**config.mk**
```make
export PLATFORM = sky130hd
export DESIGN_NAME = dmac_wr_burst_ctrl
export DESIGN_NICKNAME = d
export VERILOG_FILES = /design/src/rtl/dmac_wr_burst_ctrl.sv
export SDC_FILE = /design/constraint.sdc
export NUM_CORES = 1
export LEC_CHECK = 0
export BUFFER_PORTS_ARGS = -buffer_cell sky130_fd_sc_hd__buf_2
export CORE_ASPECT_RATIO = 0.75
export CORE_MARGIN = 2
export CORE_UTILIZATION = 51
export DETAILED_ROUTE_END_ITERATION = 16
export GPL_TIMING_DRIVEN = 0
export PLACE_DENSITY = 0.82
export SLEW_MARGIN = 20
export SYNTH_ARGS = -nofsm -noshare
export SYNTH_HDL_FRONTEND = slang
export SYNTH_SLANG_ARGS = --single-unit
export TNS_END_PERCENT = 1
```
**constraint.sdc**
```tcl
create_clock -name clk -period 3.7 [get_ports clk]
set_input_delay 0.74 -clock clk [delete_from_list [all_inputs] [get_ports clk]]
set_output_delay 0.74 -clock clk [all_outputs]
set_load 0.05 [all_outputs]
```
**src/rtl/dmac_wr_burst_ctrl.sv**
```systemverilog
// Write-side burst engine: splits a write command into 4 KB-safe AXI4 INCR bursts,
// claims the buffered beats of each burst, then streams W and collects B, one burst at a time.
module dmac_wr_burst_ctrl #(
   parameter int  ADDR_WD       = 32,
   parameter int  DATA_WD       = 32,
   parameter int  MAX_BURST_LEN = 16,
   localparam int UW            = $clog2(MAX_BURST_LEN) + 2
) (
   input  logic                 clk,
   input  logic                 rst,
   // command
   input  logic                 cmd_valid,
   output logic                 cmd_ready,
   input  logic [ADDR_WD-1:0]   cmd_addr,
   input  logic [15:0]          cmd_beats,
   // buffer usage / claim
   input  logic [UW-1:0]        buf_usage,
   output logic                 dec_usage_valid,
   output logic [UW-1:0]        dec_usage_count,
   // buffer read port
   input  logic                 buf_valid,
   output logic                 buf_ready,
   input  logic [DATA_WD-1:0]   buf_data,
   // AXI AW
   output logic                 awvalid,
   input  logic                 awready,
   output logic [ADDR_WD-1:0]   awaddr,
   output logic [7:0]           awlen,
   output logic [2:0]           awsize,
   output logic [1:0]           awburst,
   // AXI W
   output logic                 wvalid,
   input  logic                 wready,
   output logic [DATA_WD-1:0]   wdata,
   output logic [DATA_WD/8-1:0] wstrb,
   output logic                 wlast,
   // AXI B
   input  logic                 bvalid,
   output logic                 bready,
   input  logic [1:0]           bresp,
   // status
   output logic                 done,
   output logic                 err
);

   localparam int BYTES   = DATA_WD / 8;
   localparam int SIZE_LG = $clog2(BYTES);

   typedef enum logic [2:0] {
      S_IDLE,
      S_CALC,
      S_WAIT,
      S_AW,
      S_W,
      S_B,
      S_FIN
   } state_t;

   state_t              state;
   state_t              state_nxt;

   logic [ADDR_WD-1:0]  addr_q;
   logic [15:0]         rem_q;
   logic [UW-1:0]       blen_q;
   logic [UW-1:0]       beat_q;
   logic                err_q;

   logic [12:0]         room_bytes;
   logic [12:0]         room_beats;
   logic [16:0]         blen_lim;
   logic [UW-1:0]       blen_calc;
   logic                usage_ok;
   logic                last_beat;
   logic                w_hs;
   logic                b_last;

   // Burst length: limited by the remaining beats, the burst cap and the distance to the next 4 KB page.
   assign room_bytes = 13'd4096 - {1'b0, addr_q[11:0]};
   assign room_beats = room_bytes >> SIZE_LG;

   always_comb begin
      // NOTE: every variable written here gets a default first, so no path can infer a latch.
      blen_lim = 17'(MAX_BURST_LEN);
      if (17'(room_beats) < blen_lim) blen_lim = 17'(room_beats);
      if (17'(rem_q) < blen_lim)      blen_lim = 17'(rem_q);
      blen_calc = UW'(blen_lim);
   end

   assign usage_ok  = (buf_usage >= blen_q);
   assign last_beat = (beat_q == blen_q - UW'(1));
   assign w_hs      = wvalid && wready;
   assign b_last    = (rem_q == 16'(blen_q));

   // State register
   always_ff @(posedge clk or negedge rst) begin
      // NOTE: sequential state uses non-blocking assignments so every flop samples pre-edge values.
      if (!rst) state <= S_IDLE;
      else      state <= state_nxt;
   end

   // Next-state logic
   always_comb begin
      state_nxt = state;
      case (state)
         S_IDLE: if (cmd_valid) state_nxt = S_CALC;
         // A zero-beat command passes through CALC so done lands two cycles after accept.
         S_CALC: state_nxt = (rem_q == 16'd0) ? S_FIN : S_WAIT;
         S_WAIT: if (usage_ok) state_nxt = S_AW;
         S_AW:   if (awready) state_nxt = S_W;
         S_W:    if (w_hs && last_beat) state_nxt = S_B;
         S_B:    if (bvalid) state_nxt = b_last ? S_FIN : S_CALC;
         S_FIN:  state_nxt = S_IDLE;
         default: state_nxt = S_IDLE;
      endcase
   end

   // Address, remaining count, burst length and beat counter
   always_ff @(posedge clk or negedge rst) begin
      if (!rst) begin
         addr_q <= '0;
         rem_q  <= '0;
         blen_q <= '0;
         beat_q <= '0;
         err_q  <= 1'b0;
      end else begin
         case (state)
            S_IDLE: begin
               if (cmd_valid) begin
                  addr_q <= cmd_addr;
                  rem_q  <= cmd_beats;
                  err_q  <= 1'b0;
               end
            end
            S_CALC: begin
               blen_q <= blen_calc;
               beat_q <= '0;
            end
            S_W: begin
               if (w_hs) beat_q <= beat_q + UW'(1);
            end
            S_B: begin
               if (bvalid) begin
                  if (bresp[1]) err_q <= 1'b1;
                  addr_q <= addr_q + (ADDR_WD'(blen_q) << SIZE_LG);
                  rem_q  <= rem_q - 16'(blen_q);
               end
            end
            default: ;
         endcase
      end
   end

   // Output logic
   always_comb begin
      cmd_ready       = 1'b0;
      dec_usage_valid = 1'b0;
      dec_usage_count = '0;
      awvalid         = 1'b0;
      wvalid          = 1'b0;
      buf_ready       = 1'b0;
      bready          = 1'b0;
      done            = 1'b0;
      case (state)
         S_IDLE: cmd_ready = 1'b1;
         S_WAIT: begin
            if (usage_ok) begin
               dec_usage_valid = 1'b1;
               dec_usage_count = blen_q;
            end
         end
         S_AW:   awvalid = 1'b1;
         S_W: begin
            wvalid    = buf_valid;
            buf_ready = wready;
         end
         S_B:    bready = 1'b1;
         S_FIN:  done = 1'b1;
         default: ;
      endcase
   end

   assign awaddr  = addr_q;
   assign awlen   = 8'(blen_q - UW'(1));
   assign awsize  = 3'(SIZE_LG);
   assign awburst = 2'b01;
   assign wdata   = buf_data;
   assign wstrb   = '1;
   assign wlast   = (state == S_W) && last_beat;
   assign err     = err_q;

endmodule

```
Yosys cells after proc, flatten, opt, wreduce, memory -nomap -nowiden
Index checks and enable logic that the tools add are counted.
{"block": "totals", "regBits": 64, "latchBits": 0, "mem_bits_rw": 0, "romBits": 0, "elab_cells": 73, "mem_count": 0}
{"block": "op_classes", "n_addsub": 6, "mul": 0, "div": 0, "order_cmp": 3, "n_eq_ne": 15, "n_shift": 0, "n_mux": 32, "bitwise_logic": 0, "n_reduce_logical": 11}
{"op": "$mux 32", "n": 2}
{"op": "$pmux 32 s2", "n": 1}
{"op": "$add 32x8->32", "n": 1}
{"op": "$mux 16", "n": 2}
{"op": "$pmux 16 s2", "n": 1}
{"op": "$mux 6", "n": 4}
{"op": "$mux 3", "n": 7}
{"op": "$pmux 3 s6", "n": 1}
{"op": "$eq 16x6->1", "n": 1}
{"op": "$logic_not 16->1", "n": 1}
{"op": "$lt 16x11->1", "n": 1}
{"op": "$sub 16x6->16", "n": 1}
{"op": "$ne 2x2->1 const B", "n": 7}
{"op": "$sub 13x12->13 const A", "n": 1}
{"op": "$pmux 6 s2", "n": 1}
{"op": "$lt 11x5->1 const B", "n": 1}
{"op": "$mux 1", "n": 11}
{"op": "$mux 11", "n": 1}
{"op": "$eq 3x3->1 const B", "n": 3}
{"op": "$sub 6x1->7 const B", "n": 1}
{"op": "$add 6x1->6 const B", "n": 1}
{"op": "$eq 3x2->1 const B", "n": 2}
{"op": "$eq 6x6->1", "n": 1}
{"op": "$ge 6x6->1", "n": 1}
{"op": "other kinds (10)", "n": 13}

Depth between registers and ports, before layout
Gate-level depths: netlist of run 1.
{"block": "logic_depth", "depth_word": 6, "mapped_depth": 12, "depth_no_buf": 10}

Least setup slack after synthesis of run 1
No wires, ideal clock.
{"block": "synth_path", "path_type": "register to output", "start": "register blen_q[0]", "end": "output wlast", "arrival_time_ns": 3.320, "path_slack_ns": -0.360, "stages_incl_launch_ff": 8, "n_path_buf": 0, "cell_sequence": "dfrtp_1 > inv_1 > ha_1 > or3b_2 > xnor2_1 > xor2_1 > nor3b_1 > and4_1"}
{"block": "synth_between", "elab_chain_cells": 3}
{"item": "from (decl)", "line_no": "64", "rtl": "logic [UW-1:0] blen_q;"}
{"item": "from (signal assigned)", "line_no": "135", "rtl": "blen_q <= blen_calc;"}
{"item": "$sub 6x1->6", "line_no": "90", "rtl": "assign last_beat = (beat_q == blen_q - UW'(1));"}
{"item": "$eq 6x6->1", "line_no": "90"}
{"item": "$logic_and 1x1->1", "line_no": "188", "rtl": "assign wlast = (state == S_W) && last_beat;"}
{"item": "to (decl)", "line_no": "36", "rtl": "output logic wlast,"}
Every way passes these cells.

Worst setup path after layout of run 1
Same ends and word-level chain as after synthesis.

==> results of run 1 <==
final timing paths:
path / from / endpoint / slack, ps
setup / recovery: blen_q[0] / wlast / 170
hold / removal: rst / rem_q[7] / 360
setup reg to reg: awaddr[0] / blen_q[2] / 590
hold reg to reg: awaddr[6] / awaddr[6] / 540
max in group asynchronous: rst / awaddr[11] / 2790
min in group clk: awaddr[6] / awaddr[6] / 540
registers in the layout, indices dropped and copies added, names as in the netlist:
register,count
state,3
blen_q,6
beat_q,6
rem_q,16
awaddr,32
err,1
what timing repair did:
item,CTS,global route
hold buffers,0,0
setup endpoints to repair,0,1
resized for setup,0,1
area by class of cell:
class,count,area [sq um]
Clock inverter,7,72.6
Inverter,22,82.6
Clock buffer,9,225
Sequential cell,64,1600
Multi-Input combinational cell,467,3050
Buffer,78,472
Timing Repair Buffer,148,758
Fill cell,875,3310
Tap cell,132,165
cells by family (layout without fill, tap and decap cells):
logic type,Yosys count,count (layout)
and+or+nand+nor,219,219
AOI/OAI and AO/OA,177,177
buffers and inverters,100,264
DFF,64,64
adders and majority gates,32,32
xor gates and xnor gates,18,18
muxes,6,6
other,2,15
worst register-to-register path, delay by kind of cell (launching register included):
family / cells / cell delay (ps)
XOR/XNOR: 1 / 200
multiplexers: 2 / 400
adder cells (fa/ha/maj): 1 / 300
AND/OR/NAND/NOR: 4 / 1100
buffers and inverters: 1 / 130
AO/OA/AOI/OAI: 2 / 430
flip-flops: 1 / 420
power breakdown:
group	switching, uW	internal, uW
clock network	334	521
logic	2380	1040
registers	385	996
Yosys cell counts (12+ instances only):
cell                       number
sky130_fd_sc_hd__o22ai_1       14
sky130_fd_sc_hd__inv_1         22
sky130_fd_sc_hd__a21oi_1       46
sky130_fd_sc_hd__nand4_1       12
sky130_fd_sc_hd__a211oi_1      17
sky130_fd_sc_hd__nor2_1        46
sky130_fd_sc_hd__nor3_1        21
sky130_fd_sc_hd__clkbuf_1      21
sky130_fd_sc_hd__dfrtp_1       64
sky130_fd_sc_hd__o21ai_0       25
sky130_fd_sc_hd__nand2_1       50
sky130_fd_sc_hd__ha_1          30
sky130_fd_sc_hd__buf_4         43
sky130_fd_sc_hd__nand3_1       22
layer usage:
layer  part of all wire, %  up-vias  GRT usage (%)
met5                     0        -              0
met4                   1.9        0           10.1
met3                    11       43           7.41
met2                    46      374           49.2
met1                    42     2647           43.6
li1                      -     2560              -
through the flow:
stage / utilization (%) / TNS [ps] / power [uW]
after floorplan: - / -276 / 3850
after global placement: 62.7 / 0 / 4630
after detailed placement: 62.9 / 0 / 4730
after CTS: 66.0 / 0 / 5600
after global routing: 66.0 / 0 / 5990
final: 66.0 / 0 / 5660
==> results by group, run 1 <==
Routing
  – Number of nets still failing antenna checks after routing: 0
  – Final wirelength: 17,200 um
  – Total number of vias: 5,624
  – Length of the first detailed-routing pass in iterations: 6
  – Detailed-route vias per instance: 6.07
  – # DRC: 0
  – Initial DRC Count: 514
  – Final routed wire length divided by cell count: 18.5 um

GRT
  – All-Layer GR Usage: 31.7%
  – Overflow after GRT: 0
  – Global-route wire length before repair: 27,100 um
  – Maximum number of pins on one net before global-route repair: 34
  – Via count of the first global-routing pass: 5,408
  – Number of antenna violations at the first check in global routing: 0

Clocking
  – Clock transition time at the flip-flop clock pins of the worst setup and hold paths: 60 ps
  – Worst-case clock buffer depth: 2
  – TritonCTS clock tree: done
  – Clock sink count: 64
  – Clock H-tree levels: 3
  – Post CTS Setup Buffer Count: 0
  – Clock root buffer: sky130_fd_sc_hd__clkbuf_16
  – Total clock buffers created by CTS: 9
  – Clock latency reported for the late side of the worst-skew pair: 340 ps

Critical path
  – Worst path cell trace: inv_1, ha_1, or3b_2, xnor2_2, xor2_1, nor3b_1, and4_1, buf_2
  – CP max stage delay: 500 ps
  – Crit-path slowest cell: sky130_fd_sc_hd__dfrtp_1
  – Critical Path End Type: primary output
  – WP data arrival: 2790 ps
  – Critical Setup Path Class: reg -> out
  – Buffers and inverters on the worst path: 2
  – Cell family contributing the most delay on the critical path: simple AND/OR/NAND/NOR gates
  – Category of the worst setup path launch point: register
  – CP max FO: 7
  – Depth of the most critical reg-to-reg path: 11
  – Required time at the worst-slack endpoint: 2960 ps
  – Critical path depth: 8

Synthesis
  – Dominant cell type by area after synthesis: sky130_fd_sc_hd__dfrtp_1
  – Share of the yosys chip area belonging to registers: 31.2%
  – Synth async-reset ratio: 100%
  – Cell types occupying the most area after synthesis: sky130_fd_sc_hd__dfrtp_1 (31%), sky130_fd_sc_hd__ha_1 (7.3%), sky130_fd_sc_hd__buf_4 (6.3%)
  – Cell count after synthesis: 618
  – Count of synthesis-stage warnings from yosys: 0
  – Simple-gate area share of the yosys netlist: 21.9%
  – Fraction of synthesized cell area in xor and xnor cells: 3.07%
  – Flip-flop cell with the highest count after synthesis: sky130_fd_sc_hd__dfrtp_1
  – Area share of the leading cell type in the synthesized netlist: 31.2%
  – Synthesized area per cell: 8.32 sq um
  – Adder and majority gate portion of the synthesized area: 8.08%
  – Cell Area, Synth: 5140 sq um
  – Compound-gate portion of the synthesized area: 23.6%
  – Cell variety after synth: 69
  – Share of cell area taken by muxes after synthesis: 1.29%
  – EDFF count, synth: 0
  – Number of storage elements in the synthesis netlist: 64
  – Combinational family with the most area after synthesis: compound AO/OA/AOI/OAI gates

Timing
  – Max frequency: 284 MHz
  – Layout Skew: 7.69 ps
  – Final worst slack: 174 ps
  – Worst slew margin relative to its limit: 44.1%
  – Unrepaired setup endpoints after global routing: false
  – Smallest hold slack: 357 ps
  – Time the worst path needs with I/O delays and setup: 3530 ps
  – Final hold violations: 0
  – Tcrit/Tclk final: 95.3%
  – Final setup fails: 0
  – Actual transition at the worst max-transition pin: 839 ps
  – Pins over their slew limit: 0

Place
  – Global placement routability congestion: 0.971
  – Post-placement cell count: 911
  – IO Port Bufs: 147
  – Sum of net half-perimeters after detailed placement: 12,900 um
  – Setup Slack @ Placement: 440 ps
  – DP Area: 6130 sq um

Floorplan
  – Top-level I/O count: 191
  – Die ar.: 10,900 sq um
  – Die outline height: 91.0 um
  – Placeable core region: 9740 sq um
  – Count of standard-cell rows: 31
  – Floorplan die width: 120 um
  – Initial standard-cell utilization of the core: 52.8%

Final layout
  – Commonest cells after routing, fill and taps aside: sky130_fd_sc_hd__buf_2 (154), sky130_fd_sc_hd__dfrtp_1 (64), sky130_fd_sc_hd__nand2_1 (50)
  – Nets: 917
  – Leading cell type in the layout, fill and taps excluded: sky130_fd_sc_hd__buf_2
  – Final Instance Area: 6420 sq um
  – Share of layout cells above drive strength 1: 29.9%
  – Synth-to-layout area growth: 24.9%
  – Antenna Diode Count: 0
  – Finished Layout Cells: 927

Pwr
  – Highest ir drop seen on vdd: 0.000524 V
  – Total power per unit cell area: 881 nW/um^2
  – Standby leakage power: 0.00303 uW

Run status
  – Run status: completed

Min path
  – Path class of the lowest-slack min-delay path: in -> async

Run
  – Max-Cap Viols: 0
(Power assumes the default switching activity.)
==> run 2, diff against run 1 <==
--- a/config.mk
+++ b/config.mk
@@ -5,13 +5,14 @@
 export SDC_FILE = /design/constraint.sdc
 export NUM_CORES = 1
 export LEC_CHECK = 0
+export ABC_AREA = 1
 export BUFFER_PORTS_ARGS = -buffer_cell sky130_fd_sc_hd__buf_2
 export CORE_ASPECT_RATIO = 0.75
 export CORE_MARGIN = 2
-export CORE_UTILIZATION = 51
+export CORE_UTILIZATION = 52
 export DETAILED_ROUTE_END_ITERATION = 16
 export GPL_TIMING_DRIVEN = 0
-export PLACE_DENSITY = 0.82
+export PLACE_DENSITY = 0.83
 export SLEW_MARGIN = 20
 export SYNTH_ARGS = -nofsm -noshare
 export SYNTH_HDL_FRONTEND = slang
==> run 2 against run 1 <==
  * Sequential share of layout area decreased by 1.5 points
  * Cell count increased by 18%
  * Combinational power increased by 35%
  * Largest cell class unchanged
  * Largest power group unchanged
  * Cell area increased by 6.5%
  * Critical path depth decreased by 2
  * Via count increased by 5.6%
  * Worst hold slack got worse by 61 ps
  * Wire length decreased by 2.7%
==> results by group, run 2 <==
Synthesis
  – Synth async-reset ratio: 100%
  – EDFF count, synth: 0
  – Cell variety after synth: 49
  – Share of cell area taken by muxes after synthesis: 0%
  – Most repeated cell in the gate-level netlist after synthesis: sky130_fd_sc_hd__nand2_1
  – Number of storage elements in the synthesis netlist: 64
  – Share of the yosys chip area belonging to registers: 29.0%
  – Cell Area, Synth: 5520 sq um
  – Synthesized area per cell: 7.09 sq um
  – Combinational family with the most area after synthesis: simple AND/OR/NAND/NOR gates
  – Simple-gate area share of the yosys netlist: 29.1%
  – Count of synthesis-stage warnings from yosys: 0
  – Adder and majority gate portion of the synthesized area: 7.52%
  – Fraction of synthesized cell area in xor and xnor cells: 3.33%
  – Cell count after synthesis: 779
  – Flip-flop cell with the highest count after synthesis: sky130_fd_sc_hd__dfrtp_1
  – Area share of the leading cell type in the synthesized netlist: 29.0%
  – Commonest cells post-synth: sky130_fd_sc_hd__nand2_1 (153), sky130_fd_sc_hd__nor2_1 (77), sky130_fd_sc_hd__inv_1 (76), sky130_fd_sc_hd__dfrtp_1 (64), sky130_fd_sc_hd__buf_4 (45)
  – Dominant cell type by area after synthesis: sky130_fd_sc_hd__dfrtp_1
  – Compound-gate portion of the synthesized area: 16.7%
  – Cell types occupying the most area after synthesis: sky130_fd_sc_hd__dfrtp_1 (29%), sky130_fd_sc_hd__nand2_1 (10%), sky130_fd_sc_hd__ha_1 (6.8%)

Timing
  – Max frequency: 305 MHz
  – Layout Skew: 7.76 ps
  – Smallest hold slack: 295 ps
  – Setup TNS: 0 ps
  – Unrepaired setup endpoints after global routing: false
  – Time the worst path needs with I/O delays and setup: 3280 ps
  – Tcrit/Tclk final: 88.7%
  – Worst slew margin relative to its limit: 47.3%
  – Actual transition at the worst max-transition pin: 784 ps
  – Pins over their slew limit: 0
  – Final setup fails: 0
  – Final hold violations: 0

Pwr
  – Standby leakage power: 0.00349 uW
  – Net switching power: 4060 uW
  – Sw frac: 57.9%
  – Internal power component: 2950 uW
  – Clock power frac: 13.4%
  – Part of the power in registers: 21.0%
  – Highest ir drop seen on vdd: 0.000424 V
  – Share of power burned in combinational logic: 65.5%
  – Post-route total power: 7020 uW
  – Total power per unit cell area: 1030 nW/um^2

Run
  – Max-Cap Viols: 0

Floorplan
  – Count of standard-cell rows: 32
  – Top-level I/O count: 191
  – Initial standard-cell utilization of the core: 53.5%
  – Placeable core region: 10,300 sq um
  – Floorplan die width: 123 um
  – Die outline height: 93.3 um
  – Die ar.: 11,500 sq um

Routing
  – Length of the first detailed-routing pass in iterations: 8
  – Detailed-route vias per instance: 5.44
  – # DRC: 0
  – Number of nets still failing antenna checks after routing: 0
  – Initial DRC Count: 604
  – Total number of vias: 5,941
  – Final routed wire length divided by cell count: 15.3 um
  – Final wirelength: 16,700 um

Critical path
  – Buffers and inverters on the worst path: 4
  – Category of the worst setup path launch point: register
  – CP max stage delay: 590 ps
  – Critical Setup Path Class: reg -> out
  – Crit-path slowest cell: sky130_fd_sc_hd__clkbuf_1
  – CP max FO: 10
  – WP data arrival: 2540 ps
  – Cell family contributing the most delay on the critical path: buffers and inverters
  – Critical Path End Type: primary output
  – Most repeated library cell on the critical path: sky130_fd_sc_hd__clkbuf_1
  – Required time at the worst-slack endpoint: 2960 ps
  – Worst path cell trace: inv_2, nand2_1, nor2_4, clkbuf_1, clkbuf_1, buf_2

Final layout
  – Synth-to-layout area growth: 23.9%
  – Flip-flop count of the largest register after layout: 32
  – Leading cell type in the layout, fill and taps excluded: sky130_fd_sc_hd__buf_2
  – Total of fill cells in the finished design: 936
  – Antenna Diode Count: 0
  – Final Instance Area: 6840 sq um
  – Share of layout cells above drive strength 1: 27.8%
  – Nets: 1,079
  – Finished Layout Cells: 1,092
  – Commonest cells after routing, fill and taps aside: sky130_fd_sc_hd__buf_2 (155), sky130_fd_sc_hd__nand2_1 (153), sky130_fd_sc_hd__nor2_1 (77)

Place
  – Sum of net half-perimeters after detailed placement: 13,000 um
  – Global placement routability congestion: 0.978
  – IO Port Bufs: 148
  – Post-placement cell count: 1,077
  – DP Area: 6520 sq um

Clocking
  – Post-cts sizing count: 0
  – Clock transition time at the flip-flop clock pins of the worst setup and hold paths: 60 ps
  – Clock H-tree levels: 3
  – TritonCTS clock tree: done
  – CTS Hold Buffers Added: 0
  – Total clock buffers created by CTS: 9
  – Worst-case clock buffer depth: 2
  – Clock sink count: 64
  – Clock root buffer: sky130_fd_sc_hd__clkbuf_16
  – Post CTS Setup Buffer Count: 0
  – Clock latency reported for the late side of the worst-skew pair: 340 ps

GRT
  – Number of antenna violations at the first check in global routing: 0
  – Via count of the first global-routing pass: 5,175
  – Global-route wire length before repair: 26,100 um
  – All-Layer GR Usage: 29.5%
  – Maximum number of pins on one net before global-route repair: 45
  – Overflow after GRT: 0

Min path
  – Path class of the lowest-slack min-delay path: in -> async

Run status
  – Run status: completed
==> run 2: path summary, 6_finish.rpt <==
kind	startpoint	end	slack (ps)	cells past startpoint
max in group asynchronous	rst	beat_q[5]	2880	2
max	state[1]	bready	420	6
min in group clk	err	err	500	2
min	rst	awaddr[22]	300	1
max reg2reg	awaddr[0]	blen_q[2]	830	17
min reg2reg	err	err	500	2
==> run 2: cells by family after synthesis <==
family	Yosys count
AO/OA/AOI/OAI	161
other	2
buffers and inverters	155
XOR/XNOR	21
flip-flops	64
AND/OR/NAND/NOR	344
adder cells (fa/ha/maj)	32
==> run 2: metrics by stage <==
stage               util, %  worst slack (ps)
global placement       62.8               797
finish                 66.2               418
floorplan                 -              85.9
detailed placement     63.1               801
global route           66.2               248
CTS                    66.2               441
==> run 2: layout make-up <==
class                   instances  area (sq um)  area share [%]
plain buffers                  64           439            6.42
clock buffers                  12           256            3.75
repair buffers                149           771            11.3
multi-input cells             573          3200            46.7
well taps                     136           170            2.49
clock inverters                 3          65.1           0.951
flip-flops and latches         64          1600            23.4
inverters                      91           342            4.99
==> run 2: metal layers <==
| metal | vias to the layer above | global-route usage [%] | part of all wire (%) | wire (um) |
|---|---|---|---|---|
| met2 | 303 | 43.2 | 44 | 7350 |
| met4 | 0 | 7.95 | 1.2 | 193 |
| met5 | - | 0 | 0 | 0 |
| met1 | 2715 | 44.1 | 45 | 7460 |
| li1 | 2904 | - | - | - |
| met3 | 19 | 5.91 | 10 | 1710 |
==> run 2: power groups by stage <==
stage	Combinational [uW]	Sequential, uW	Clock [uW]
final	4600	1480	941
after global routing	5050	1510	975
after CTS	4570	1460	948
after detailed placement	4550	1460	0
after global placement	4460	1460	0
after floorplan	2940	1950	0
==> run 3, diff against run 2 <==
--- a/config.mk
+++ b/config.mk
@@ -9,10 +9,9 @@
 export BUFFER_PORTS_ARGS = -buffer_cell sky130_fd_sc_hd__buf_2
 export CORE_ASPECT_RATIO = 0.75
 export CORE_MARGIN = 2
-export CORE_UTILIZATION = 52
+export CORE_UTILIZATION = 56
 export DETAILED_ROUTE_END_ITERATION = 16
-export GPL_TIMING_DRIVEN = 0
-export PLACE_DENSITY = 0.83
+export PLACE_DENSITY = 0.88
 export SLEW_MARGIN = 20
 export SYNTH_ARGS = -nofsm -noshare
 export SYNTH_HDL_FRONTEND = slang
==> constraint.sdc (replaced) <==
create_clock -name clk -period 3.8 [get_ports clk]
set_input_delay 0.76 -clock clk [delete_from_list [all_inputs] [get_ports clk]]
set_output_delay 0.76 -clock clk [all_outputs]
set_load 0.05 [all_outputs]
==> run 3 against run 2 <==
  * Clock skew fell by 4.2 ps
  * Via count fell by 7.5%
  * Sequential cell count did not move
  * Worst setup slack improved by 160 ps
  * Critical path type unchanged
  * Critical endpoint is now wlast
  * Largest power group unchanged
==> results by group, run 3 (synthesis results as in run 2) <==
Timing
  – Actual transition at the worst max-transition pin: 846 ps
  – Final hold violations: 0
  – Tcrit/Tclk final: 84.9%
  – Layout Skew: 3.52 ps
  – Unrepaired setup endpoints after global routing: false
  – Time the worst path needs with I/O delays and setup: 3220 ps
  – Pins over their slew limit: 0
  – Final setup fails: 0
  – Max frequency: 310 MHz
  – Final worst slack: 576 ps
  – Worst slew margin relative to its limit: 43.6%
  – Setup TNS: 0 ps

Place
  – Post-placement cell count: 983
  – Global placement routability congestion: 0.914
  – Setup Slack @ Placement: 909 ps
  – IO Port Bufs: 116
  – Sum of net half-perimeters after detailed placement: 10,700 um

GRT
  – Maximum number of pins on one net before global-route repair: 68
  – Via count of the first global-routing pass: 4,935
  – All-Layer GR Usage: 27.2%
  – Number of antenna violations at the first check in global routing: 0
  – Global-route wire length before repair: 23,600 um
  – Overflow after GRT: 0

Final layout
  – Share of layout cells above drive strength 1: 21.1%
  – Finished Layout Cells: 999
  – Antenna Diode Count: 0
  – Synth-to-layout area growth: 12.2%
  – Leading cell type in the layout, fill and taps excluded: sky130_fd_sc_hd__nand2_1
  – Flip-flop count of the largest register after layout: 32
  – Nets: 989
  – Commonest cells after routing, fill and taps aside: sky130_fd_sc_hd__nand2_1 (153), sky130_fd_sc_hd__buf_2 (116), sky130_fd_sc_hd__nor2_1 (77)

Routing
  – Length of the first detailed-routing pass in iterations: 5
  – Detailed-route vias per instance: 5.50
  – Total number of vias: 5,495
  – # DRC: 0
  – Initial DRC Count: 522
  – Final routed wire length divided by cell count: 14.4 um
  – Number of nets still failing antenna checks after routing: 0
  – Final wirelength: 14,400 um

Floorplan
  – Die outline height: 90.0 um
  – Top-level I/O count: 191
  – Die ar.: 10,700 sq um
  – Placeable core region: 9620 sq um
  – Initial standard-cell utilization of the core: 57.4%
  – Floorplan die width: 119 um
  – Count of standard-cell rows: 31

Critical path
  – Critical Path End Type: primary output
  – Most repeated library cell on the critical path: sky130_fd_sc_hd__xor2_1
  – Worst path cell trace: inv_1, ha_1, xor2_1, xor2_1, nand3_1, nor3_1, nand2_1, nor2_1, buf_2
  – Startpoint of the worst setup timing path: blen_q[1]
  – CP max FO: 6
  – Category of the worst setup path launch point: register
  – CP max stage delay: 440 ps
  – WP data arrival: 2460 ps
  – Required time at the worst-slack endpoint: 3040 ps
  – Crit-path slowest cell: sky130_fd_sc_hd__dfrtp_1
  – Critical Setup Path Class: reg -> out
  – Startpoint of the worst register-to-register path: blen_q[0]

Clocking
  – Post CTS Setup Buffer Count: 0
  – Worst-case clock buffer depth: 2
  – Clock sink count: 64
  – Post-cts sizing count: 0
  – CTS Hold Buffers Added: 0
  – Clock H-tree levels: 3
  – Clock latency reported for the late side of the worst-skew pair: 340 ps
  – Clock transition time at the flip-flop clock pins of the worst setup and hold paths: 50 ps
  – Clock root buffer: sky130_fd_sc_hd__clkbuf_16
  – Total clock buffers created by CTS: 9
  – TritonCTS clock tree: done

Pwr
  – Standby leakage power: 0.00308 uW
  – Highest ir drop seen on vdd: 0.000597 V
  – Post-route total power: 6360 uW
  – Total power per unit cell area: 1030 nW/um^2

Run status
  – Run status: completed

Min path
  – Path class of the lowest-slack min-delay path: reg -> reg
  – Worst hold start: err

Run
  – Max-Cap Viols: 0
run 3: changes by cell type in the layout (fill, tap and decap cells not counted), sizes merged:
cell | before | now
buf | 203 | 123
bufinv | 2 | 0
clkbuf | 22 | 13
clkinv | 2 | 3
clkinvlp | 0 | 1
run 3: through the flow:
stage / utilization (%) / hold slack [ps] / cell area [sq um]
after floorplan: - / 464 / 5570
after global placement: 61.7 / 486 / 5930
after detailed placement: 61.7 / 494 / 5930
after CTS: 64.4 / 510 / 6200
after global routing: 64.4 / 565 / 6200
final: 64.4 / 510 / 6200
run 3: path summary, 6_finish.rpt:
check	to	slack, ps	cells after the start
hold reg to reg	err	510	2
setup / recovery	wlast	580	9
max in group asynchronous	awaddr[25]	2630	2
hold / removal	err	510	2
setup reg to reg	awaddr[14]	930	13
min in group asynchronous	awaddr[31]	600	2
run 3: area by class of cell:
class | instances | area (sq um)
clock buffers | 13 | 250
clock inverters | 3 | 17.5
fillers | 911 | 3420
inverters | 91 | 342
multi-input cells | 573 | 3190
flip-flops and latches | 64 | 1600
well taps | 132 | 165
repair buffers | 123 | 633
run 3: metal layers:
metal  vias up  share of wire (%)  track usage (%)
li1       2717                  -                -
met1      2539                 47             39.6
met5         -                  0                0
met2       221                 44             40.6
met3        18                8.0             7.04
met4         0               0.95             6.25
run 3: where the power goes:
| group | internal, uW | switching, uW |
|---|---|---|
| combinational | 1170 | 2980 |
| clock | 457 | 298 |
| sequential | 997 | 452 |
run 3: critical path: cells and delay by family (launching register included):
kind / cells / cell delay (ps)
xor+xnor: 2 / 390
fa+ha+maj: 1 / 240
buf+inv: 2 / 540
flops: 1 / 440
simple gates: 4 / 510
